$ cat config.mk
export PLATFORM = sky130hd
export DESIGN_NAME = fetch_queue
export DESIGN_NICKNAME = d
export VERILOG_FILES = /design/src/rtl/fetch_pkg.sv /design/src/rtl/fetch_fifo.sv /design/src/rtl/fetch_queue.sv
export SDC_FILE = /design/constraint.sdc
export NUM_CORES = 1
export LEC_CHECK = 0
export BUFFER_PORTS_ARGS = -buffer_cell sky130_fd_sc_hd__buf_4
export CELL_PAD_IN_SITES_DETAIL_PLACEMENT = 1
export CELL_PAD_IN_SITES_GLOBAL_PLACEMENT = 1
export CORE_ASPECT_RATIO = 1.25
export CORE_MARGIN = 2
export CORE_UTILIZATION = 53
export CTS_BUF_LIST = sky130_fd_sc_hd__clkbuf_8 sky130_fd_sc_hd__clkbuf_16
export CTS_CLUSTER_SIZE = 16
export DETAILED_ROUTE_END_ITERATION = 12
export PLACE_DENSITY = 0.9
export SETUP_SLACK_MARGIN = 0.5
export SLEW_MARGIN = 15
export SYNTH_ARGS = -nofsm -noshare
export SYNTH_HDL_FRONTEND = slang
export SYNTH_SLANG_ARGS = --single-unit
$ cat constraint.sdc
create_clock -name clock -period 5.3 [get_ports clock]
set_clock_uncertainty 0.1 [all_clocks]
set_input_delay 1.06 -clock clock [delete_from_list [all_inputs] [get_ports clock]]
set_output_delay 1.06 -clock clock [all_outputs]
set_load 0.02 [all_outputs]
$ cat src/rtl/fetch_pkg.sv
// Shared widths, fetch step and the FIFO entry layout for the fetch stage.
// Latency: n/a (types and constants only).
// Backpressure: n/a.
package fetch_pkg;

    localparam int INST_W = 32;
    localparam int ADDR_W = 32;
    localparam logic [ADDR_W-1:0] PC_STEP = 32'd4;

    typedef struct packed {
        logic [ADDR_W-1:0] pc;
        logic [INST_W-1:0] inst;
    } fetch_entry_t;

endpackage

$ cat src/rtl/fetch_fifo.sv
// Small circular buffer of fetched {pc, inst} entries with flush.
// Latency: a pushed entry is visible at the head one cycle after the push.
// Backpressure: none internally; the caller's credit logic must never push when full.
module fetch_fifo
    import fetch_pkg::*;
#(
    parameter int DEPTH = 4
) (
    input  logic                     clock,
    input  logic                     reset,
    input  logic                     push,
    input  fetch_entry_t             push_dat,
    input  logic                     pop,
    input  logic                     flush,
    output logic [$clog2(DEPTH):0]   count,
    output fetch_entry_t             head
);

    localparam int PTR_W = $clog2(DEPTH);
    localparam int CNT_W = PTR_W + 1;

    fetch_entry_t     mem_q [DEPTH];
    fetch_entry_t     mem_d [DEPTH];
    logic [PTR_W-1:0] wr_ptr_q, wr_ptr_d;
    logic [PTR_W-1:0] rd_ptr_q, rd_ptr_d;
    logic [CNT_W-1:0] cnt_q, cnt_d;

    // Next-state: flush clears pointers and count; otherwise push/pop advance independently.
    always_comb begin
        mem_d    = mem_q;
        wr_ptr_d = wr_ptr_q;
        rd_ptr_d = rd_ptr_q;
        cnt_d    = cnt_q;
        if (flush) begin
            wr_ptr_d = '0;
            rd_ptr_d = '0;
            cnt_d    = '0;
        end else begin
            if (push) begin
                mem_d[wr_ptr_q] = push_dat;
                wr_ptr_d        = wr_ptr_q + 1'b1;
            end
            if (pop) begin
                rd_ptr_d = rd_ptr_q + 1'b1;
            end
            case ({push, pop})
                2'b10:   cnt_d = cnt_q + 1'b1;
                2'b01:   cnt_d = cnt_q - 1'b1;
                default: cnt_d = cnt_q;
            endcase
        end
    end

    // State registers; storage is cleared on reset so the head never carries X.
    always_ff @(posedge clock or negedge reset) begin
        if (!reset) begin
            for (int i = 0; i < DEPTH; i++) begin
                mem_q[i] <= '0;
            end
            wr_ptr_q <= '0;
            rd_ptr_q <= '0;
            cnt_q    <= '0;
        end else begin
            mem_q    <= mem_d;
            wr_ptr_q <= wr_ptr_d;
            rd_ptr_q <= rd_ptr_d;
            cnt_q    <= cnt_d;
        end
    end

    assign count = cnt_q;
    assign head  = mem_q[rd_ptr_q];

endmodule

$ cat src/rtl/fetch_queue.sv
// Instruction prefetch: sequential rom addressing, in-flight tracking, buffered hand-off to cpu; FETCH_BYPASS_EN adds a FIFO bypass.
// Latency: redirect/reset to first inst_valid is 2 cycles, 1 cycle with FETCH_BYPASS_EN.
// Backpressure: inst_ready low fills the FIFO; issue stops once count + in-flight reaches DEPTH.
module fetch_queue
    import fetch_pkg::*;
#(
    parameter int                DEPTH    = 4,
    parameter logic [ADDR_W-1:0] RESET_PC = 32'h0000_0000
) (
    input  logic              clock,
    input  logic              reset,
    input  logic              redirect_valid,
    input  logic [ADDR_W-1:0] redirect_pc,
    output logic [ADDR_W-1:0] rom_address,
    input  logic [INST_W-1:0] rom_data,
    output logic              inst_valid,
    input  logic              inst_ready,
    output logic [INST_W-1:0] inst,
    output logic [ADDR_W-1:0] inst_pc
);

    localparam int CNT_W = $clog2(DEPTH) + 1;
    localparam logic [CNT_W:0] DEPTH_C = (CNT_W + 1)'(DEPTH);

    logic [ADDR_W-1:0] fetch_pc_q, fetch_pc_d;
    logic              pending_q, pending_d;
    logic [ADDR_W-1:0] pending_pc_q, pending_pc_d;

    logic [CNT_W-1:0]  fifo_count;
    fetch_entry_t      fifo_head;
    fetch_entry_t      fifo_push_dat;
    logic              fifo_push;
    logic              fifo_pop;
    logic              bypass_hit;
    logic              issue;

    // Fetch addressing and credit check: issue when redirecting or while a slot is still free.
    always_comb begin
        rom_address  = redirect_valid ? redirect_pc : fetch_pc_q;
        issue        = redirect_valid ||
                       (({1'b0, fifo_count} + {{CNT_W{1'b0}}, pending_q}) < DEPTH_C);
        pending_d    = issue;
        pending_pc_d = issue ? rom_address : pending_pc_q;
        fetch_pc_d   = issue ? (rom_address + PC_STEP) : fetch_pc_q;
    end

    // Delivery: bypass or FIFO head, push of the returning word, and pop on handshake.
    always_comb begin
`ifdef FETCH_BYPASS_EN
        bypass_hit = (fifo_count == '0) && pending_q && !redirect_valid;
`else
        bypass_hit = 1'b0;
`endif
        inst_valid = ((fifo_count != '0) || bypass_hit) && !redirect_valid;
        inst       = '0;
        inst_pc    = '0;
        if (bypass_hit) begin
            inst    = rom_data;
            inst_pc = pending_pc_q;
        end else if (inst_valid) begin
            inst    = fifo_head.inst;
            inst_pc = fifo_head.pc;
        end
        fifo_push_dat.pc   = pending_pc_q;
        fifo_push_dat.inst = rom_data;
        // A response landing in a redirect cycle belongs to the abandoned stream.
        fifo_push = pending_q && !redirect_valid && !(bypass_hit && inst_ready);
        fifo_pop  = inst_valid && inst_ready && !bypass_hit;
    end

    // Fetch PC and in-flight read tracking.
    always_ff @(posedge clock or negedge reset) begin
        if (!reset) begin
            fetch_pc_q   <= RESET_PC;
            pending_q    <= 1'b0;
            pending_pc_q <= '0;
        end else begin
            fetch_pc_q   <= fetch_pc_d;
            pending_q    <= pending_d;
            pending_pc_q <= pending_pc_d;
        end
    end

    fetch_fifo #(
        .DEPTH (DEPTH)
    ) u_fifo (
        .clock    (clock),
        .reset    (reset),
        .push     (fifo_push),
        .push_dat (fifo_push_dat),
        .pop      (fifo_pop),
        .flush    (redirect_valid),
        .count    (fifo_count),
        .head     (fifo_head)
    );

endmodule
==> results.py, run 1 <==
metrics = {
    "global_routing": {
        "grt_pass1_vias": 11500,
        "grt_max_degree": 124,
        "grt_pass1_wl_mm": 65.3,
        "gr-usage-all-layers_pct": 27.7,
        "grt-ovfl-total": 0,
        "grt_antenna_before_repair": 1,
    },
    "sta": {
        "maxSlewHeadroom_pct": 25.4,
        "slew_viol_final": 0,
        "min_period_ps": 4030,
        "setup_violations": 0,
        "fin_crit_sh_pct": 75.9,
        "rsz0062_at_grt": "false",
        "fin_tns_setup_ps": 0,
        "max_freq_mhz": 248,
        "worst_slew_pin_slew_ps": 1120,
        "hold_viol": 0,
        "holdWs_ps": 395,
    },
    "detailed_routing": {
        "routed_wirelength_mm": 40.7,
        "drc": 0,
        "dr.first_iter.drc_count": 482,
        "wl_per_cell_um": 24.9,
        "drt-pass1-iter-count": 8,
        "via_per_inst": 6.13,
        "vias": 10000,
        "ant_nets": 0,
    },
    "yosys": {
        "synth_edf_count": 0,
        "synth-seq-area-share_pct": 53.3,
        "synth_cell_types": 52,
        "synth_seq_cells": 326,
        "yosys_warnings": 0,
        "ys.flop_type": "dfrtp_1",
        "synth_nets": 1187,
        "synth_area_um2": 15300,
        "avgSynthCellArea_um2": 13.7,
        "postSynth.asyncResetShare_pct": 100,
        "syn-instance-count": 1113,
    },
    "place": {
        "gp_congestion": 0.864,
        "io_buffers": 164,
        "hpwl_mm": 25.2,
    },
    "die": {
        "die_area_um2": 30300,
        "die_x_um": 156,
        "ios": 165,
        "start_util_pct": 53.9,
        "core_area_um2": 28400,
        "rows": 69,
        "die_height_um": 194,
    },
    "clock_network": {
        "cts_hold_buf": 0,
        "cts.sinks": 326,
        "clk_path_buf_depth": 3,
        "htree_levels": 2,
        "clkLatencyLatePin_ps": 500,
        "cts_tree": "built",
        "clk_pin_slew_ps": 70,
        "root_buffer": "clkbuf_16",
        "cts_buffers": 34,
        "cts_resized": 0,
        "cts_setup_buffers": 0,
    },
    "final_layout": {
        "fillers": 2684,
        "fin_nets": 1331,
        "final_cell_mix": "dfrtp_1, mux2_2, buf_4, nor2_1, and2_1",
        "final_common_cell": "dfrtp_1",
        "syn_to_final_growth_pct": 17.5,
        "drive_above_1_share_pct": 46.1,
    },
    "job": {
        "max-cap-violations": 0,
    },
    "pwr": {
        "ir_drop_uv": 365,
        "total_power_mw": 11.0,
        "power.density_nw_per_um2": 614,
        "power.leakage_nw": 7.95,
    },
    "worst_setup_path": {
        "path_class": "in2out",
        "critPathCaptureType": "output pin",
        "r2r_start": "u_fifo.count[0]",
        "timing.reg2reg.setup_slack_ps": 2150,
        "crit_start": "redirect_valid",
        "rr_worst_depth": 9,
        "critPathLaunchType": "input port",
        "required_ps": 4140,
        "r2r_end": "u_fifo.count[1]",
        "cp.arrival_ps": 2870,
        "crit_fanout": 45,
    },
    "hold_path": {
        "hold_path_startpoint": "fetch_pc_q[22]",
        "hold_class": "reg2reg",
        "worst_hold_path.num_cells": 2,
        "holdPathEnd": "fetch_pc_q[22]",
    },
    "status": {
        "status": "finished clean",
    },
}
-- stage by stage --
stage | cells | utilization, % | area, um^2 | worst slack, ps
floorplan | 1113 | - | 15300 | 1580
global placement | 1576 | 59.4 | 16900 | 1430
detailed placement | 1576 | 59.4 | 16900 | 1270
CTS | 1634 | 63.3 | 18000 | 1240
global route | 1634 | 63.3 | 18000 | 1180
finish | 1635 | 63.3 | 18000 | 1270
-- sequential cells by signal, indices dropped and copies added (netlist names) --
signal           cells
fetch_pc_q          30
pending_pc_q        32
pending_q            1
u_fifo.count         3
u_fifo.mem_q       256
u_fifo.rd_ptr_q      2
u_fifo.wr_ptr_q      2
-- cell usage after synthesis, drive strengths merged, types with 5 or more instances --
cell / count / area share [%]
a21oi: 38 / 1.2
and2: 65 / 2.7
and3: 6 / 0.25
buf: 17 / 0.67
clkbuf: 54 / 1.3
dfrtp: 326 / 53
ha: 5 / 0.41
inv: 22 / 0.54
mux2: 279 / 21
mux2i: 17 / 1.1
mux4: 64 / 9.4
nand2: 33 / 0.81
nand3: 14 / 0.46
nand3b: 7 / 0.34
nand4: 7 / 0.33
nor2: 69 / 1.7
nor3: 5 / 0.16
o21ai: 6 / 0.20
o31ai: 13 / 0.70
xnor2: 13 / 0.74
-- worst max-delay path: stages --
cell and delay [ps]:
buf_4 280, nor2_4 730, buf_4 400, and2_1 200
buf_4 140
-- cell type report --
class / instances / area, um^2 / share of cell area (%)
Timing Repair Buffer: 179 / 1380 / 7.65
Clock buffer: 39 / 931 / 5.18
Antenna cell: 1 / 2.50 / 0.0139
Clock inverter: 19 / 189 / 1.05
Inverter: 22 / 82.6 / 0.459
Multi-Input combinational cell: 694 / 6800 / 37.8
Tap cell: 355 / 444 / 2.47
Sequential cell: 326 / 8160 / 45.4
-- worst max path at each step --
stage / to
finish: inst[9]
CTS: inst[9]
global route: inst[9]
floorplan: fetch_pc_q[28]
detailed placement: inst[9]
global placement: inst_pc[24]
-- per-layer routing --
metal | GRT usage (%) | vias up | share of wire [%] | wire, um
li1 | - | 4298 | - | -
met1 | 35.0 | 5330 | 40 | 16100
met2 | 48.7 | 298 | 53 | 21500
met3 | 4.51 | 89 | 4.7 | 1930
met4 | 9.00 | 0 | 2.8 | 1120
met5 | 0 | - | 0 | 0
-- report_power, final --
part           internal (mW)  switching [mW]
logic                   2.20            1.82
registers               3.69           0.883
clock network           1.45           0.993
total                   7.34            3.69
-- kinds of logic after synthesis --
kind of cell	synth area share, %
AO/OA/AOI/OAI	3.73
XOR/XNOR	0.973
flip-flops	53.3
multiplexers	31.1
buffers and inverters	2.53
AND/OR/NAND/NOR	7.85
adder cells (fa/ha/maj)	0.540
Note: power is estimated with default switching activity, not from simulation.
==> run 2: changes to the inputs <==
--- a/config.mk
+++ b/config.mk
@@ -5,16 +5,17 @@
 export SDC_FILE = /design/constraint.sdc
 export NUM_CORES = 1
 export LEC_CHECK = 0
+export ABC_AREA = 1
 export BUFFER_PORTS_ARGS = -buffer_cell sky130_fd_sc_hd__buf_4
 export CELL_PAD_IN_SITES_DETAIL_PLACEMENT = 1
 export CELL_PAD_IN_SITES_GLOBAL_PLACEMENT = 1
 export CORE_ASPECT_RATIO = 1.25
 export CORE_MARGIN = 2
-export CORE_UTILIZATION = 53
+export CORE_UTILIZATION = 44
 export CTS_BUF_LIST = sky130_fd_sc_hd__clkbuf_8 sky130_fd_sc_hd__clkbuf_16
 export CTS_CLUSTER_SIZE = 16
 export DETAILED_ROUTE_END_ITERATION = 12
-export PLACE_DENSITY = 0.9
+export PLACE_DENSITY = 0.84
 export SETUP_SLACK_MARGIN = 0.5
 export SLEW_MARGIN = 15
 export SYNTH_ARGS = -nofsm -noshare
==> constraint.sdc (replaced) <==
create_clock -name clock -period 4.1 [get_ports clock]
set_clock_uncertainty 0.1 [all_clocks]
set_input_delay 0.82 -clock clock [delete_from_list [all_inputs] [get_ports clock]]
set_output_delay 0.82 -clock clock [all_outputs]
set_load 0.02 [all_outputs]
==> run 2 against run 1 <==
  * Global-route usage is 1.9 points lower
  * Via count grew 37%
  * Non-clock buffer count increased by 15
  * Critical path depth is 1 higher
  * Synthesized cell count up 75%
  * Die area up 22%
  * Sequential cell count did not move
  * Power is 24% higher
  * Synthesized area is 1.7% higher
  * Clock power grew 30%
  * Cell count rose by 56%
==> results.py, run 2 <==
metrics = {
    "global_routing": {
        "grt_antenna_before_repair": 0,
        "grt_pass1_wl_mm": 76.1,
        "grt_max_degree": 120,
        "grt_pass1_vias": 14600,
        "gr-usage-all-layers_pct": 25.8,
        "grt-ovfl-total": 0,
    },
    "detailed_routing": {
        "routed_wirelength_mm": 46.8,
        "ant_nets": 0,
        "drc": 0,
        "vias": 13700,
        "drt-pass1-iter-count": 4,
        "wl_per_cell_um": 18.3,
        "dr.first_iter.drc_count": 829,
        "via_per_inst": 5.37,
    },
    "yosys": {
        "synth_nets": 2023,
        "synth-seq-area-share_pct": 52.4,
        "syn-instance-count": 1949,
        "synth_compound_area_share_pct": 17.6,
        "synth_commonest_cells": "nand2_1, o21ai_0, dfrtp_1, nor2_1, inv_1",
        "avgSynthCellArea_um2": 7.99,
        "synthTopCellsByArea": "dfrtp_1, o21ai_0, nand2_1",
        "yosys_warnings": 0,
        "synthSimpleGateAreaFrac_pct": 22.4,
        "synth_seq_cells": 326,
        "synth.area.mux_share_pct": 0,
        "synth_top_area_share_pct": 52.4,
        "synth_fa_ha_area_share_pct": 0.530,
        "synth_top_area_cell": "dfrtp_1",
        "ys.flop_type": "dfrtp_1",
        "synth_area_um2": 15600,
        "synth_top_family_by_area": "simple AND/OR/NAND/NOR gates",
        "synth_edf_count": 0,
        "postSynth.asyncResetShare_pct": 100,
        "synth-xor-area-share_pct": 0.169,
        "synth_cell_types": 37,
    },
    "die": {
        "ios": 165,
        "die_area_um2": 36900,
        "core_area_um2": 35200,
        "rows": 77,
        "die_height_um": 214,
        "die_x_um": 172,
        "start_util_pct": 44.3,
    },
    "clock_network": {
        "cts_setup_buffers": 0,
        "clk_path_buf_depth": 3,
        "root_buffer": "clkbuf_16",
        "clk_pin_slew_ps": 60,
        "cts.sinks": 326,
        "cts_buffers": 36,
        "clkLatencyLatePin_ps": 530,
        "cts_tree": "built",
        "htree_levels": 2,
    },
    "final_layout": {
        "fin_nets": 2129,
        "reg.largest.list": "u_fifo.mem_q x256, pending_pc_q x32, fetch_pc_q x30",
        "antenna_cells": 0,
        "multi_input_area_um2": 6380,
        "final_cell_mix": "o21ai_0, nand2_1, dfrtp_1, nor2_1, buf_4",
        "drive_above_1_share_pct": 16.4,
        "largest_reg_flops": 256,
        "top_register": "u_fifo.mem_q",
        "final_area_um2": 18400,
        "fillers": 4288,
        "syn_to_final_growth_pct": 18.1,
        "seqCellArea_um2": 8170,
        "final_common_cell": "o21ai_0",
    },
    "pwr": {
        "ir_drop_uv": 286,
        "power.leakage_nw": 8.87,
        "total_power_mw": 13.7,
        "power.density_nw_per_um2": 745,
    },
    "worst_setup_path": {
        "crit_start": "u_fifo.rd_ptr_q[1]",
        "cp.depth": 6,
        "cp_top_family": "buffers and inverters",
        "critPathLaunchType": "flop",
        "crit_chain": "inv_2 > buf_12 > nor2_1 > o21ai_0 > a21oi_1 > buf_4",
        "crit_slowest_cell": "dfrtp_4",
        "cp.arrival_ps": 2560,
        "cp-endpoint": "inst_pc[17]",
        "crit_fanout": 51,
        "critPathCaptureType": "output pin",
        "r2r_end": "u_fifo.count[2]",
        "r2r_start": "u_fifo.count[2]",
        "crit_buf_inv": 3,
        "rr_worst_depth": 10,
        "timing.reg2reg.setup_slack_ps": 1810,
        "required_ps": 3180,
        "cpPeakStageDelay_ps": 620,
        "path_class": "reg2out",
    },
    "sta": {
        "holdWs_ps": 267,
        "fin_tns_setup_ps": 0,
        "min_period_ps": 3480,
        "max_freq_mhz": 288,
        "finalWorstSetupSlack_ps": 624,
        "maxSlewHeadroom_pct": 31.5,
        "hold_viol": 0,
        "rsz0062_at_grt": "false",
        "fin_crit_sh_pct": 84.8,
        "setup_violations": 0,
        "slew_viol_final": 0,
        "worst_slew_pin_slew_ps": 1030,
    },
    "job": {
        "max-cap-violations": 0,
    },
    "place": {
        "dpl-instance-area_um2": 17200,
        "io_buffers": 164,
        "hpwl_mm": 29.6,
        "pre_cts_slack_ps": 835,
        "gp_congestion": 0.844,
    },
    "status": {
        "status": "finished clean",
    },
    "hold_path": {
        "hold_class": "in2async",
    },
}
-- run 2: cell count changes in the layout (fill, tap and decap cells not counted), moves of 64 or more --
| cell | before | now |
|---|---|---|
| and2_1 | 65 | 0 |
| inv_1 | 29 | 124 |
| mux2_2 | 279 | 0 |
| mux4_2 | 64 | 0 |
| nand2_1 | 29 | 409 |
| nor2_1 | 67 | 306 |
| o21ai_0 | 6 | 413 |
-- run 2: through the flow --
step,instances,util [%]
after floorplan,1949,-
after global placement,2491,49.0
after detailed placement,2491,49.0
after CTS,2554,52.3
after global routing,2554,52.3
final,2554,52.3
-- run 2: repair_timing --
item / CTS / global route
hold buffers: 0 / 0
setup endpoints to repair: 0 / 7
gates resized for setup: 0 / 1
-- run 2: layout make-up --
| cell class | count | share of cell area [%] |
|---|---|---|
| Timing Repair Buffer | 194 | 8.78 |
| Multi-Input combinational cell | 1370 | 34.7 |
| Inverter | 127 | 2.63 |
| Clock inverter | 15 | 0.422 |
| Clock buffer | 48 | 5.86 |
| Tap cell | 474 | 3.22 |
| Sequential cell | 326 | 44.4 |
-- run 2: per-layer routing --
| layer | up-vias | track usage [%] | part of all wire, % |
|---|---|---|---|
| li1 | 6472 | - | - |
| met1 | 6818 | 33.0 | 43 |
| met2 | 312 | 44.4 | 50 |
| met3 | 101 | 3.49 | 4.0 |
| met4 | 0 | 9.80 | 3.5 |
| met5 | - | 0 | 0 |
-- run 2: worst min-delay path by stage --
| stage | startpoint | endpoint | slack, ps | cells after the start |
|---|---|---|---|---|
| 6_report | reset | u_fifo.mem_q[157] | 270 | 1 |
| 5_1_grt | reset | u_fifo.mem_q[208] | 370 | 1 |
| 4_1_cts | reset | u_fifo.mem_q[208] | 350 | 1 |
| 3_5_place_dp | u_fifo.mem_q[62] | u_fifo.mem_q[62] | 370 | 2 |
| 3_3_place_gp | u_fifo.mem_q[19] | u_fifo.mem_q[19] | 360 | 2 |
| 2_1_floorplan | u_fifo.mem_q[0] | u_fifo.mem_q[0] | 350 | 2 |
-- run 2: cell families (layout without fill, tap and decap cells) --
| kind of cell | Yosys count | after routing |
|---|---|---|
| buffers and inverters | 253 | 384 |
| xor gates and xnor gates | 3 | 3 |
| and+or+nand+nor | 834 | 834 |
| adders and majority gates | 6 | 6 |
| DFF | 326 | 326 |
| AOI/OAI and AO/OA | 527 | 527 |
-- run 2: power by group --
| group | switching [mW] | leakage, nW | internal [mW] |
|---|---|---|---|
| clock | 1.32 | 0.605 | 1.84 |
| combinational | 3.39 | 4.20 | 1.72 |
| sequential | 0.774 | 4.07 | 4.65 |
